File: config.mk
export PLATFORM = sky130hd
export DESIGN_NAME = alu_exec_unit
export DESIGN_NICKNAME = d
export VERILOG_FILES = /design/src/rtl/alu_exec_unit.sv
export SDC_FILE = /design/constraint.sdc
export NUM_CORES = 1
export LEC_CHECK = 0
export BUFFER_PORTS_ARGS = -buffer_cell sky130_fd_sc_hd__buf_4
export CAP_MARGIN = 20
export CORE_MARGIN = 10
export CORE_UTILIZATION = 40
export CTS_BUF_LIST = sky130_fd_sc_hd__clkbuf_4
export CTS_CLUSTER_SIZE = 20
export DETAILED_ROUTE_END_ITERATION = 12
export SLEW_MARGIN = 5
export SYNTH_ARGS = -nofsm -noshare
export SYNTH_HDL_FRONTEND = slang
export SYNTH_SLANG_ARGS = --single-unit
File: constraint.sdc
create_clock -name clk -period 14.3 [get_ports clk]
set_clock_uncertainty 0.05 [all_clocks]
set_input_delay 2.145 -clock clk [delete_from_list [all_inputs] [get_ports clk]]
set_output_delay 2.145 -clock clk [all_outputs]
set_load 0.005 [all_outputs]
File: src/rtl/alu_exec_unit.sv
// alu_exec_unit: RV32I ALU pipe (RR operand stage, WB result register) from RS issue to the CDB.
// Define ALU_EXEC_PERF_EN to add the ops_done / stall_cycles performance counters.
module alu_exec_unit #(
  parameter int XLEN   = 32,
  parameter int PREG_W = 8,
  parameter int ROB_W  = 4
) (
  input  logic              clk,
  input  logic              reset,
  input  logic              issue_valid,
  output logic              alu_rdy,
  input  logic [6:0]        issue_opcode,
  input  logic [2:0]        issue_func3,
  input  logic [6:0]        issue_func7,
  input  logic [PREG_W-1:0] issue_prd,
  input  logic [PREG_W-1:0] issue_pr1,
  input  logic [PREG_W-1:0] issue_pr2,
  input  logic [XLEN-1:0]   issue_imm,
  input  logic [ROB_W-1:0]  issue_rob_index,
  output logic [PREG_W-1:0] prf_raddr1,
  output logic [PREG_W-1:0] prf_raddr2,
  input  logic [XLEN-1:0]   prf_rdata1,
  input  logic [XLEN-1:0]   prf_rdata2,
  input  logic              flush,
  output logic              cdb_valid,
  input  logic              cdb_ready,
  output logic [PREG_W-1:0] cdb_prd,
  output logic [XLEN-1:0]   cdb_data,
  output logic [ROB_W-1:0]  cdb_rob_index,
`ifdef ALU_EXEC_PERF_EN
  output logic [31:0]       ops_done,
  output logic [31:0]       stall_cycles,
`endif
  output logic              illegal_op
);
  localparam logic [6:0] OP_R = 7'b0110011, OP_I = 7'b0010011, OP_LUI = 7'b0110111;
  logic              r_rr_valid, r_fresh, r_f7b5;
  logic [6:0]        r_opcode;
  logic [2:0]        r_func3;
  logic [PREG_W-1:0] r_prd;
  logic [ROB_W-1:0]  r_rob;
  logic [XLEN-1:0]   r_imm, r_a, r_b;
  logic              r_wb_valid, r_wb_ill;
  logic [PREG_W-1:0] r_wb_prd;
  logic [ROB_W-1:0]  r_wb_rob;
  logic [XLEN-1:0]   r_wb_data;
  logic              w_accept, w_rr_adv, w_is_r, w_is_i, w_is_lui, w_alt, w_illegal, w_unused;
  logic [XLEN-1:0]   w_a, w_rs2, w_b, w_sra, w_alu, w_result;
  logic [4:0]        w_shamt;
  assign w_rr_adv   = r_rr_valid && (!r_wb_valid || cdb_ready);
  assign alu_rdy    = !flush && (!r_rr_valid || w_rr_adv);
  assign w_accept   = issue_valid && alu_rdy;
  assign prf_raddr1 = issue_pr1;
  assign prf_raddr2 = issue_pr2;
  assign w_unused   = ^{issue_func7[6], issue_func7[4:0]};
  // PRF data arrives during the op's first RR cycle; afterwards the captured copy is used
  assign w_a      = r_fresh ? prf_rdata1 : r_a;
  assign w_rs2    = r_fresh ? prf_rdata2 : r_b;
  assign w_is_r   = r_opcode == OP_R;
  assign w_is_i   = r_opcode == OP_I;
  assign w_is_lui = r_opcode == OP_LUI;
  assign w_b      = w_is_i ? r_imm : w_rs2;
  assign w_shamt  = w_b[4:0];
  assign w_alt    = w_is_r ? r_f7b5 : r_imm[10];
  assign w_sra    = $signed(w_a) >>> w_shamt;
  always_comb begin
    w_alu = '0;
    case (r_func3)
      3'b000:  w_alu = (w_is_r && r_f7b5) ? w_a - w_b : w_a + w_b;
      3'b001:  w_alu = w_a << w_shamt;
      3'b010:  w_alu = {{(XLEN-1){1'b0}}, $signed(w_a) < $signed(w_b)};
      3'b011:  w_alu = {{(XLEN-1){1'b0}}, w_a < w_b};
      3'b100:  w_alu = w_a ^ w_b;
      3'b101:  w_alu = w_alt ? w_sra : w_a >> w_shamt;
      3'b110:  w_alu = w_a | w_b;
      default: w_alu = w_a & w_b;
    endcase
  end
  assign w_illegal = !(w_is_r || w_is_i || w_is_lui);
  assign w_result  = (w_is_r || w_is_i) ? w_alu : w_is_lui ? r_imm : '0;
  always_ff @(posedge clk) begin
    if (reset) begin
      r_rr_valid <= 1'b0;
      r_fresh    <= 1'b0;
      r_wb_valid <= 1'b0;
      r_wb_ill   <= 1'b0;
      r_wb_prd   <= '0;
      r_wb_rob   <= '0;
      r_wb_data  <= '0;
    end else begin
      r_fresh <= w_accept;
      if (r_fresh) begin
        r_a <= prf_rdata1;
        r_b <= prf_rdata2;
      end
      if (flush) r_rr_valid <= 1'b0;
      else if (w_accept) r_rr_valid <= 1'b1;
      else if (w_rr_adv) r_rr_valid <= 1'b0;
      if (w_accept) begin
        r_opcode <= issue_opcode;
        r_func3  <= issue_func3;
        r_f7b5   <= issue_func7[5];
        r_prd    <= issue_prd;
        r_rob    <= issue_rob_index;
        r_imm    <= issue_imm;
      end
      if (flush) r_wb_valid <= 1'b0;
      else if (w_rr_adv) r_wb_valid <= 1'b1;
      else if (cdb_ready) r_wb_valid <= 1'b0;
      if (w_rr_adv && !flush) begin
        r_wb_data <= w_result;
        r_wb_ill  <= w_illegal;
        r_wb_prd  <= r_prd;
        r_wb_rob  <= r_rob;
      end
    end
  end
  assign cdb_valid     = r_wb_valid;
  assign cdb_data      = r_wb_data;
  assign cdb_prd       = r_wb_prd;
  assign cdb_rob_index = r_wb_rob;
  assign illegal_op    = r_wb_ill;
`ifdef ALU_EXEC_PERF_EN
  logic [31:0] r_ops_done, r_stall_cycles;
  always_ff @(posedge clk) begin
    if (reset) begin
      r_ops_done     <= '0;
      r_stall_cycles <= '0;
    end else begin
      if (r_wb_valid && cdb_ready) r_ops_done <= r_ops_done + 32'd1;
      if (issue_valid && !alu_rdy) r_stall_cycles <= r_stall_cycles + 32'd1;
    end
  end
  assign ops_done     = r_ops_done;
  assign stall_cycles = r_stall_cycles;
`endif
endmodule

Word level (Yosys, flattened, before mapping) --
Cells that the tools add are included.
Word-level totals: word-level logic and storage cells 66, flip-flop bits (word level) 167, output and inout bits 63, input bits 146
Operators by class: bitwise operators 4, shifts and indexed selects 3, order comparisons 2, add/sub/neg operators 2, multiplexer cells 13, equality and inequality tests 9, reduce and logical (&&, ||, !) cells 18
Operators by type and width (number):
- $mux W32 | 7
- $pmux W32 S7 | 1
- $lt A32 B32 Y1 | 2
- $add A32 B32 Y32 | 1
- $and A32 B32 Y32 | 1
- $or A32 B32 Y32 | 1
- $shl A32 B5 Y32 | 1
- $shr A32 B5 Y32 | 1
- $sshr A32 B5 Y32 | 1
- $sub A32 B32 Y32 | 1
- $xor A32 B32 Y32 | 1
- $eq A7 B6 Y1 const B | 2
- $eq A3 B3 Y1 const B | 3
- $eq A7 B5 Y1 const B | 1
- $eq A3 B2 Y1 const B | 2
- $logic_and A1 B1 Y1 | 5
- $mux W1 | 5
- $logic_not A1 Y1 | 4
- $logic_or A1 B1 Y1 | 4
- $reduce_bool A2 Y1 | 2
- $eq A3 B1 Y1 const B | 1
- $logic_not A3 Y1 | 1
- $reduce_and A2 Y1 | 1
- $reduce_or A2 Y1 | 1
- $not A1 Y1 | 1

Longest topological paths before layout --
Gate-level depths: netlist of the first run.
word-level depth 7, gate-level depth with buffers 21, depth with buffers taken out 17

Worst setup path before layout of the first run --
OpenSTA, ideal clock, no wires.
path type in2reg, start input prf_rdata2[0], end register r_wb_data[24] (netlist: cdb_data[24]), library setup time 86 ps, slack 8112 ps, arrival time 6053 ps, data required time 14164 ps, stages 20, buffers on the path 3, cell sequence mux2_2 > a21oi_1 > or2_1 > buf_2 > inv_2 > buf_2 > buf_2 > ha_1 > inv_1 > fa_1 > a21o_1 > a311oi_1 > and3b_1 > o41ai_2 > o2111ai_1 > a221oi_1 > o2111ai_1 > a21oi_1 > o21ai_0 > a211oi_1
Between the ends: longest elaborated chain between the ends 6, elaborated cells between the ends (all ways) 11, classes of those cells add/sub (2); shift (3); mux (6)
RTL lines:
- start: declaration | RTL line 23 | input logic [XLEN-1:0] prf_rdata2,
- $mux W32 *
- $mux W32 * | RTL line 62 | assign w_b = w_is_i ? r_imm : w_rs2;
- $add A32 B32 Y32, or another cell as far along | RTL line 69 | 3'b000: w_alu = (w_is_r && r_f7b5) ? w_a - w_b : w_a + w_b;
- $mux W32, on equally long branches | RTL line 69, 74
- $pmux W32 S7 * | RTL line 68 | case (r_func3)
- $mux W32 * | RTL line 80 | assign w_result = (w_is_r || w_is_i) ? w_alu : w_is_lui ? r_imm : '0;
- end signal: assignment | RTL line 111 | r_wb_data <= w_result;
- end: declaration | RTL line 46 | logic [XLEN-1:0] r_wb_data;
Mark *: on every way between the ends. The rest lies on a longest branch, timed or not. A chain may end at the register's enable or synchronous reset.

Worst setup path in the final report of the first run --
start input prf_rdata2[0], end register r_wb_data[24] (netlist: cdb_data[24])
Between the ends: longest elaborated chain between the ends 6, elaborated cells between the ends (all ways) 11, classes of those cells add/sub (2); shift (3); mux (6)
RTL lines:
- $mux W32 *
- net w_rs2[0] | RTL line 48 | logic [XLEN-1:0] w_a, w_rs2, w_b, w_sra, w_alu, w_result;
- $mux W32 * | RTL line 62
- $add A32 B32 Y32, or another cell as far along | RTL line 69
- $mux W32, on equally long branches | RTL line 69, 74
- $pmux W32 S7 * | RTL line 68
- $mux W32 * | RTL line 80
Mark *: on every way through the listed nets, which the timed path passes. The rest lies on a longest branch.

==> results of run 1 <==
[layout make-up]
cell class	count	area (um2)
inverters	95	363
well taps	518	648
flip-flops and latches	167	4540
diodes	5	12.5
multi-input cells	1484	10100
clock buffers	17	128
clock inverters	15	186
fillers	3951	21200
repair buffers	211	1580
[worst paths after layout]
check / end / slack (ns) / start / depth (start not counted)
hold reg to reg: cdb_prd[5] / 0.42 / cdb_prd[5] / 2
hold / removal: cdb_prd[5] / 0.42 / cdb_prd[5] / 2
setup / recovery: cdb_data[24] / 7.12 / prf_rdata2[0] / 19
setup reg to reg: cdb_data[24] / 7.21 / r_opcode[2] / 18
[cell usage in the layout, fill, tap and decap left out, drive strengths merged, types with 9 or more instances in the layout]
master	Yosys	routed
o22ai	17	17
a31oi	29	29
a221oi	12	12
xnor2	10	10
nor4	10	10
nor2	132	132
o31ai	16	16
mux2i	88	88
a21oi	204	204
clkbuf	88	17
o211ai	44	44
nor3	52	52
a211oi	42	42
dfxtp	48	48
buf	67	211
inv	94	101
a311oi	9	9
ha	97	97
o21a	9	9
mux2	89	89
nand2	153	153
or3	13	13
and3	17	17
edfxtp	119	119
o221ai	13	13
o21ai	163	163
nor2b	22	22
and2	9	9
a22oi	19	19
a211o	13	13
o21bai	10	10
a21o	21	21
nand2b	14	14
nand3	45	45
[per-stage QoR]
step	instance area [um2]	cells	worst slack [ns]	hold WS (ns)	total power, W
finish	17600	2512	7.12	0.424	0.00153
CTS	17600	2506	7.43	0.421	0.00151
global placement	17200	2473	6.65	0.394	0.00119
floorplan	15700	1901	8.11	0.403	0.000980
global route	17600	2512	6.97	0.432	0.00160
detailed placement	17300	2474	6.64	0.401	0.00119
[worst register-to-register path: cells and delay by family (launching register included)]
family	cells	cell delay, ns
flip-flops	1	0.54
AND/OR/NAND/NOR	3	1.49
AO/OA/AOI/OAI	10	3.53
buffers and inverters	3	0.65
adder cells (fa/ha/maj)	2	0.78
[routing by layer]
metal,wire (um),global-route usage,vias to the layer above
met5,27,0,-
met4,2670,0.109,4
met3,7240,0.0644,121
met2,31200,0.442,939
met1,31600,0.415,7925
li1,-,-,7261
[sequential cells by signal, summed over array words and instances, names as in the netlist]
register / count
illegal_op: 1
r_b: 32
r_rob: 4
cdb_valid: 1
r_imm: 32
r_func3: 3
r_f7b5: 1
r_opcode: 7
r_prd: 8
r_rr_valid: 1
cdb_prd: 8
cdb_rob_index: 4
r_a: 32
cdb_data: 32
r_fresh: 1
[power by group through the flow]
stage / sequential [W] / clock (W) / combinational [W]
2_1_floorplan: 0.000564 / 0 / 0.000416
3_3_place_gp: 0.000567 / 0 / 0.000622
3_5_place_dp: 0.000568 / 0 / 0.000621
4_1_cts: 0.000557 / 0.000332 / 0.000624
5_1_grt: 0.000560 / 0.000346 / 0.000689
6_report: 0.000558 / 0.000322 / 0.000646
[cell families (layout without fill, tap and decap cells)]
family / Yosys count / in the layout / share of synthesized area
simple gates: 503 / 503 / 0.154
buf+inv: 250 / 338 / 0.0695
xor+xnor: 12 / 12 / 0.00669
flops: 167 / 167 / 0.289
compound gates: 693 / 693 / 0.281
fa+ha+maj: 99 / 99 / 0.0798
mux: 177 / 177 / 0.120
other cells: 0 / 5 / 0
==> results.toml, run 1 <==
[outcome]
status = "complete, no violations"

[clock_network]
htreeDepth = 4
cts-root-buf = "clkbuf_4"
cts.sinks = 167
tritoncts = "yes"
clkTransAtPathRegs_ns = 0.18
cts_buffers = 17
cts_resized = 0
insertion_delay_ns = 0.72
clock_path_buffers = 2
holdBufCountCts = 0
post_cts_buffers = 0

[power]
combPwrFrac = 0.424
p_seq_frac = 0.366
p_switching_w = 0.000648
clockPowerShare = 0.211
switching_share = 0.425
powerDensity_mw_per_mm2 = 86.7
internal_power_w = 0.000878
leakage_nw = 6.90
ir_drop_mv = 0.0593

[yosys]
synth_top_area_share = 0.228
synth_cell_types = 91
netlist_instances = 1901
synth_edf_count = 119
synth_area_leaders = "edfxtp_1 (23%), ha_1 (7.7%), a21oi_1 (6.4%)"
synth_area_mm2 = 0.0157
ys_ff_latch = 167
yosysWarnings = 0
synth_sequential_area_ratio = 0.289
yosys.area.top_type = "edfxtp_1"
synth_area_per_cell_um2 = 8.26
ys.flop_type = "edfxtp_1"
synth.most_common_cell = "a21oi_1"
synthArstFlopShare = 0
ys_top_cells_by_count = "a21oi_1 (202), nand2_1 (152), o21ai_0 (145)"
synthesis.nets = 2146

[timing]
drv_slew = 0
fmax_mhz = 139
fin_crit_sh = 0.502
rsz0062_at_grt = "false"
tightest_slew_ns = 1.19
layout_min_cycle_time_ns = 7.18
finalHoldViolations = 0
max_slew_margin = 0.202
setup_viol = 0
setup-tns-final_ns = 0

[place]
place_congestion = 1.05
port_buffers = 170
dp_hpwl_um = 55100

[finish]
fin_util = 0.454
nNetsFinal = 2221
drive_gt1_frac = 0.186
area_growth_pct = 12.0

[global_routing]
grt_max_degree = 69
grt_first_pass_wirelength_um = 106000
grt_use_total = 0.298
gr-total-overflow = 0
grt_pass1_vias = 15400
antenna_found_initial = 5

[critical_path]
path_cells = "buf_4, mux2_2, a21oi_1, or2_2, inv_2, buf_4, ha_1, inv_1, fa_1, a21o_1, a311oi_1, and3b_1, o41ai_2, o2111ai_1, a221oi_1, o2111ai_1, a21oi_1, o21ai_0, a211oi_1"
cp.arrival_ns = 7.78
max_stage_delay_ns = 0.69
cp_slowest_cell = "a311oi_1"
startpoint_type = "input pin"
cp.required_ns = 14.90
crit_buf_inv = 4
endpoint_kind = "flop"
path_max_fanout = 51
crit_family = "compound AO/OA/AOI/OAI gates"
criticalPathCategory = "input pin to flop"

[detailed_routing]
drc_errors = 0
avgViaCountPerCell = 6.47
vias = 16300
antenna_left = 0
dr.pass1.iters = 6
routed_wl_um = 72800
drtIter0Drc = 1843
wl_per_cell_um = 29.0

[floorplanning]
num_rows = 72
dieArea_mm2 = 0.0476
die_w_um = 218
die_y_um = 218
ios = 209
initial_utilization = 0.405
core_area_mm2 = 0.0387

[worst_hold_path]
min_path_type = "flop to flop"

[job]
max_cap_violations = 0
Note: power is estimated with default switching activity, not from simulation.
==> run 2, diff against run 1 <==
==> constraint.sdc (replaced) <==
create_clock -name clk -period 7.3 [get_ports clk]
set_clock_uncertainty 0.05 [all_clocks]
set_input_delay 1.095 -clock clk [delete_from_list [all_inputs] [get_ports clk]]
set_output_delay 1.095 -clock clk [all_outputs]
set_load 0.005 [all_outputs]
==> results.toml, run 2 (same netlist as run 1, synthesis figures left out) <==
[outcome]
status = "complete, no violations"

[clock_network]
cts_buffers = 17
post_cts_buffers = 0
clkTransAtPathRegs_ns = 0.15
cts.sinks = 167
tritoncts = "yes"
htreeDepth = 4
clock_path_buffers = 2
holdBufCountCts = 0
insertion_delay_ns = 0.73
cts-root-buf = "clkbuf_4"
cts_resized = 0

[timing]
layout_min_cycle_time_ns = 5.96
rsz0062_at_grt = "false"
finalHoldViolations = 0
fmax_mhz = 168
max_slew_margin = 0.256
tightest_slew_ns = 1.09
setup_viol = 0
drv_slew = 0
setup-tns-final_ns = 0
fin_hold_ws_ns = 0.420
fin_crit_sh = 0.817

[worst_hold_path]
min_path_type = "flop to flop"
worstHoldStart = "cdb_prd[3]"

[place]
dpl_cell_area_mm2 = 0.0173
place_congestion = 1.03
port_buffers = 170
dp_hpwl_um = 54900

[critical_path]
path_max_fanout = 7
endpoint_kind = "flop"
crit_family = "compound AO/OA/AOI/OAI gates"
criticalPathCategory = "flop to flop"
path_cells = "nor4b_2, a21oi_1, or2_2, inv_2, ha_1, inv_1, fa_1, a21o_1, a311oi_1, nor4bb_1, a32oi_1, nand4_1, a311oi_1, nor2_1, or3_1, a21oi_1, o221a_2"
crit_start = "r_opcode[2]"
startpoint_type = "flop"
cp.arrival_ns = 6.57
cp_slowest_cell = "nor4b_2"
reg2reg_from = "r_opcode[2]"
cp.required_ns = 7.91
max_stage_delay_ns = 0.72
crit_buf_inv = 2

[detailed_routing]
vias = 16200
wl_met2_um = 32200
wl_per_cell_um = 29.2
routed_wl_um = 73300
avgViaCountPerCell = 6.44
drc_errors = 0
wl_met3_um = 7130
maxUsedRoutingLayer = "met4"
dr.pass1.iters = 6
drtIter0Drc = 2102
antenna_left = 0
wl_met1_um = 31700

[floorplanning]
die_y_um = 218
dieArea_mm2 = 0.0476
core_area_mm2 = 0.0387
num_rows = 72
ios = 209
die_w_um = 218
initial_utilization = 0.405

[finish]
finish.instance_area_mm2 = 0.0176
fin_util = 0.455
multiInputGateArea_mm2 = 0.0101
layout_common_cells = "buf_4 (212), a21oi_1 (201), nand2_1 (152), o21ai_0 (145), nor2_1 (131)"
seqCellArea_mm2 = 0.00454
final_common_cell = "buf_4"
drive_gt1_frac = 0.186
fillCellCount = 3915
nNetsFinal = 2222
area_growth_pct = 12.3

[global_routing]
grt_pass1_vias = 15400
gr-total-overflow = 0
grt_max_degree = 81
grt_first_pass_wirelength_um = 106000
antenna_found_initial = 1
grt_use_total = 0.299

[power]
powerDensity_mw_per_mm2 = 175
leakage_nw = 6.94
ir_drop_mv = 0.134

[job]
max_cap_violations = 0
==> run 2: changes by cell type in the layout (fill, tap and decap cells not counted), sizes merged <==
cell,before,now
buf,211,212
clkinvlp,4,1
diode,5,1
inv,101,100
bufinv,2,5
clkinv,3,4
==> run 2: area by class of cell <==
class	count	share of cell area
flip-flops and latches	167	0.257
well taps	518	0.0367
repair buffers	212	0.0902
diodes	1	0.000142
inverters	95	0.0206
clock buffers	17	0.00724
multi-input cells	1484	0.574
clock inverters	15	0.0134
==> run 2: final timing paths <==
kind / depth (start not counted) / to / slack [ns]
min reg2reg: 2 / cdb_prd[3] / 0.42
max: 17 / cdb_data[30] / 1.34
max reg2reg: 17 / cdb_data[30] / 1.34
min: 2 / cdb_prd[3] / 0.42
==> run 2: power breakdown <==
part           switching, W  leakage, nW  internal, W
combinational      0.000837         5.23     0.000435
sequential        0.0000238         1.52      0.00107
clock              0.000407        0.189     0.000316
==> run 2: metal layers <==
metal | GRT usage | vias up
met5 | 0 | -
met4 | 0.103 | 0
met3 | 0.0617 | 107
met2 | 0.453 | 890
met1 | 0.413 | 7900
li1 | - | 7271
==> run 2: worst min-delay path, stage by stage, from the launching register on <==
cell     delay (ns)
dfxtp_1        0.34
nand2_1        0.05
a21oi_1        0.05
==> run 2: stage by stage <==
| step | total power [W] | std cells | worst slack, ns |
|---|---|---|---|
| floorplan | 0.00192 | 1901 | 2.16 |
| global placement | 0.00233 | 2476 | 1.53 |
| detailed placement | 0.00234 | 2476 | 1.57 |
| CTS | 0.00306 | 2508 | 1.57 |
| global route | 0.00322 | 2509 | 1.14 |
| finish | 0.00309 | 2509 | 1.34 |
==> run 3, diff against run 2 <==
==> constraint.sdc (replaced) <==
create_clock -name clk -period 6.1 [get_ports clk]
set_clock_uncertainty 0.05 [all_clocks]
set_input_delay 0.915 -clock clk [delete_from_list [all_inputs] [get_ports clk]]
set_output_delay 0.915 -clock clk [all_outputs]
set_load 0.005 [all_outputs]
==> results.toml, run 3 (same netlist as run 1, synthesis figures left out) <==
[timing]
setup_viol = 0
max_slew_margin = 0.297
finalHoldViolations = 0
fin_crit_sh = 0.872
drv_slew = 0
setup-tns-final_ns = 0
tightest_slew_ns = 1.02
rsz0062_at_grt = "false"
fmax_mhz = 188
layout_min_cycle_time_ns = 5.32
fin_hold_ws_ns = 0.312

[critical_path]
reg2reg_from = "r_opcode[2]"
path_max_fanout = 14
crit_start = "r_opcode[2]"
ff2ff_setup_slack_ns = 0.78
cp.arrival_ns = 5.86
crit_path_frequent_cell = "o21ai_0"
criticalPathCategory = "flop to flop"
endpoint_kind = "flop"
cp_slowest_cell = "or4b_4"
crit_buf_inv = 2
startpoint_type = "flop"
cp.required_ns = 6.65
max_stage_delay_ns = 0.64
crit_family = "simple AND/OR/NAND/NOR gates"
path_cells = "or4b_4, nor3_2, or2_2, inv_4, fa_1, nor2b_1, o21ai_0, a31oi_1, o31a_1, or3_1, a21oi_1, o21ai_0, xnor2_1, a2111oi_0, buf_4, o22ai_1"

[finish]
drive_gt1_frac = 0.200
layout_common_cells = "buf_4 (244), a21oi_1 (201), nand2_1 (151), o21ai_0 (145), nor2_1 (131)"
final_common_cell = "buf_4"
fillCellCount = 3905
multiInputGateArea_mm2 = 0.0101
instances_no_fill = 2542
area_growth_pct = 13.7
fin_util = 0.461
nNetsFinal = 2254
seqCellArea_mm2 = 0.00454

[detailed_routing]
vias = 16300
antenna_left = 0
avgViaCountPerCell = 6.42
drtIter0Drc = 1672
drc_errors = 0
routed_wl_um = 75200
wl_per_cell_um = 29.6
dr.pass1.iters = 8

[clock_network]
clkTransAtPathRegs_ns = 0.17
insertion_delay_ns = 0.73
post_cts_buffers = 0
cts_resized = 0
clock_path_buffers = 2
htreeDepth = 4
cts.sinks = 167
cts-root-buf = "clkbuf_4"
tritoncts = "yes"
cts_buffers = 17
holdBufCountCts = 0

[global_routing]
grt_max_degree = 71
grt_pass1_vias = 15800
grt_use_total = 0.308
gr-total-overflow = 0
antenna_found_initial = 5
grt_first_pass_wirelength_um = 109000

[floorplanning]
core_area_mm2 = 0.0387
num_rows = 72
die_w_um = 218
dieArea_mm2 = 0.0476
initial_utilization = 0.405
die_y_um = 218
ios = 209

[place]
port_buffers = 170
dp_hpwl_um = 57600
place_congestion = 1.05
placedCellCount = 2508

[power]
ir_drop_mv = 0.142
powerDensity_mw_per_mm2 = 206
leakage_nw = 7.08

[outcome]
status = "complete, no violations"

[job]
max_cap_violations = 0

[worst_hold_path]
worstHoldStart = "issue_prd[3]"
min_path_type = "input pin to flop"
[run 3: cell types whose count changed in the layout (fill, tap and decap cells not counted), sizes merged]
cell | previous run | this run
diode | 1 | 2
clkinv | 4 | 5
bufinv | 5 | 3
clkinvlp | 1 | 3
inv | 100 | 99
buf | 212 | 244
[run 3: layout make-up]
class                           count  area share
Antenna cell                        2    0.000280
Clock buffer                       17     0.00715
Clock inverter                     15      0.0120
Inverter                           95      0.0203
Multi-Input combinational cell   1484       0.567
Sequential cell                   167       0.254
Tap cell                          518      0.0363
Timing Repair Buffer              244       0.103
[run 3: path summary, 6_finish.rpt]
kind / to / cells past startpoint
max: cdb_data[16] / 16
min: r_prd[3] / 1
max reg2reg: cdb_data[16] / 16
min reg2reg: cdb_prd[5] / 2
[run 3: power breakdown]
group          switching [W]  total (W)  leakage (nW)  internal [W]
registers          0.0000273    0.00131          1.52       0.00128
clock network       0.000508   0.000811         0.171      0.000303
logic                0.00103    0.00157          5.39      0.000541
total                0.00156    0.00368          7.08       0.00212
[run 3: routing by layer]
layer / routed length (um) / global-route usage
met1: 31900 / 0.416
met2: 33100 / 0.467
met3: 7260 / 0.0698
met4: 2880 / 0.120
met5: 48 / 0
[run 3: per-stage QoR]
stage / worst slack, ns / instance area, um2 / total power [W]
6_report: 0.783 / 17900 / 0.00368
5_1_grt: 0.517 / 17900 / 0.00384
4_1_cts: 0.889 / 17900 / 0.00364
3_5_place_dp: 0.914 / 17500 / 0.00284
3_3_place_gp: 0.956 / 17500 / 0.00284
2_1_floorplan: 1.14 / 15700 / 0.00230
[run 3: worst reg2reg max path: cells and delay by family (launching register included)]
kind / cells / cell delay, ns
buffers and inverters: 2 / 0.27
flip-flops: 1 / 0.54
XOR/XNOR: 1 / 0.16
AND/OR/NAND/NOR: 5 / 2.07
adder cells (fa/ha/maj): 1 / 0.41
AO/OA/AOI/OAI: 7 / 1.72
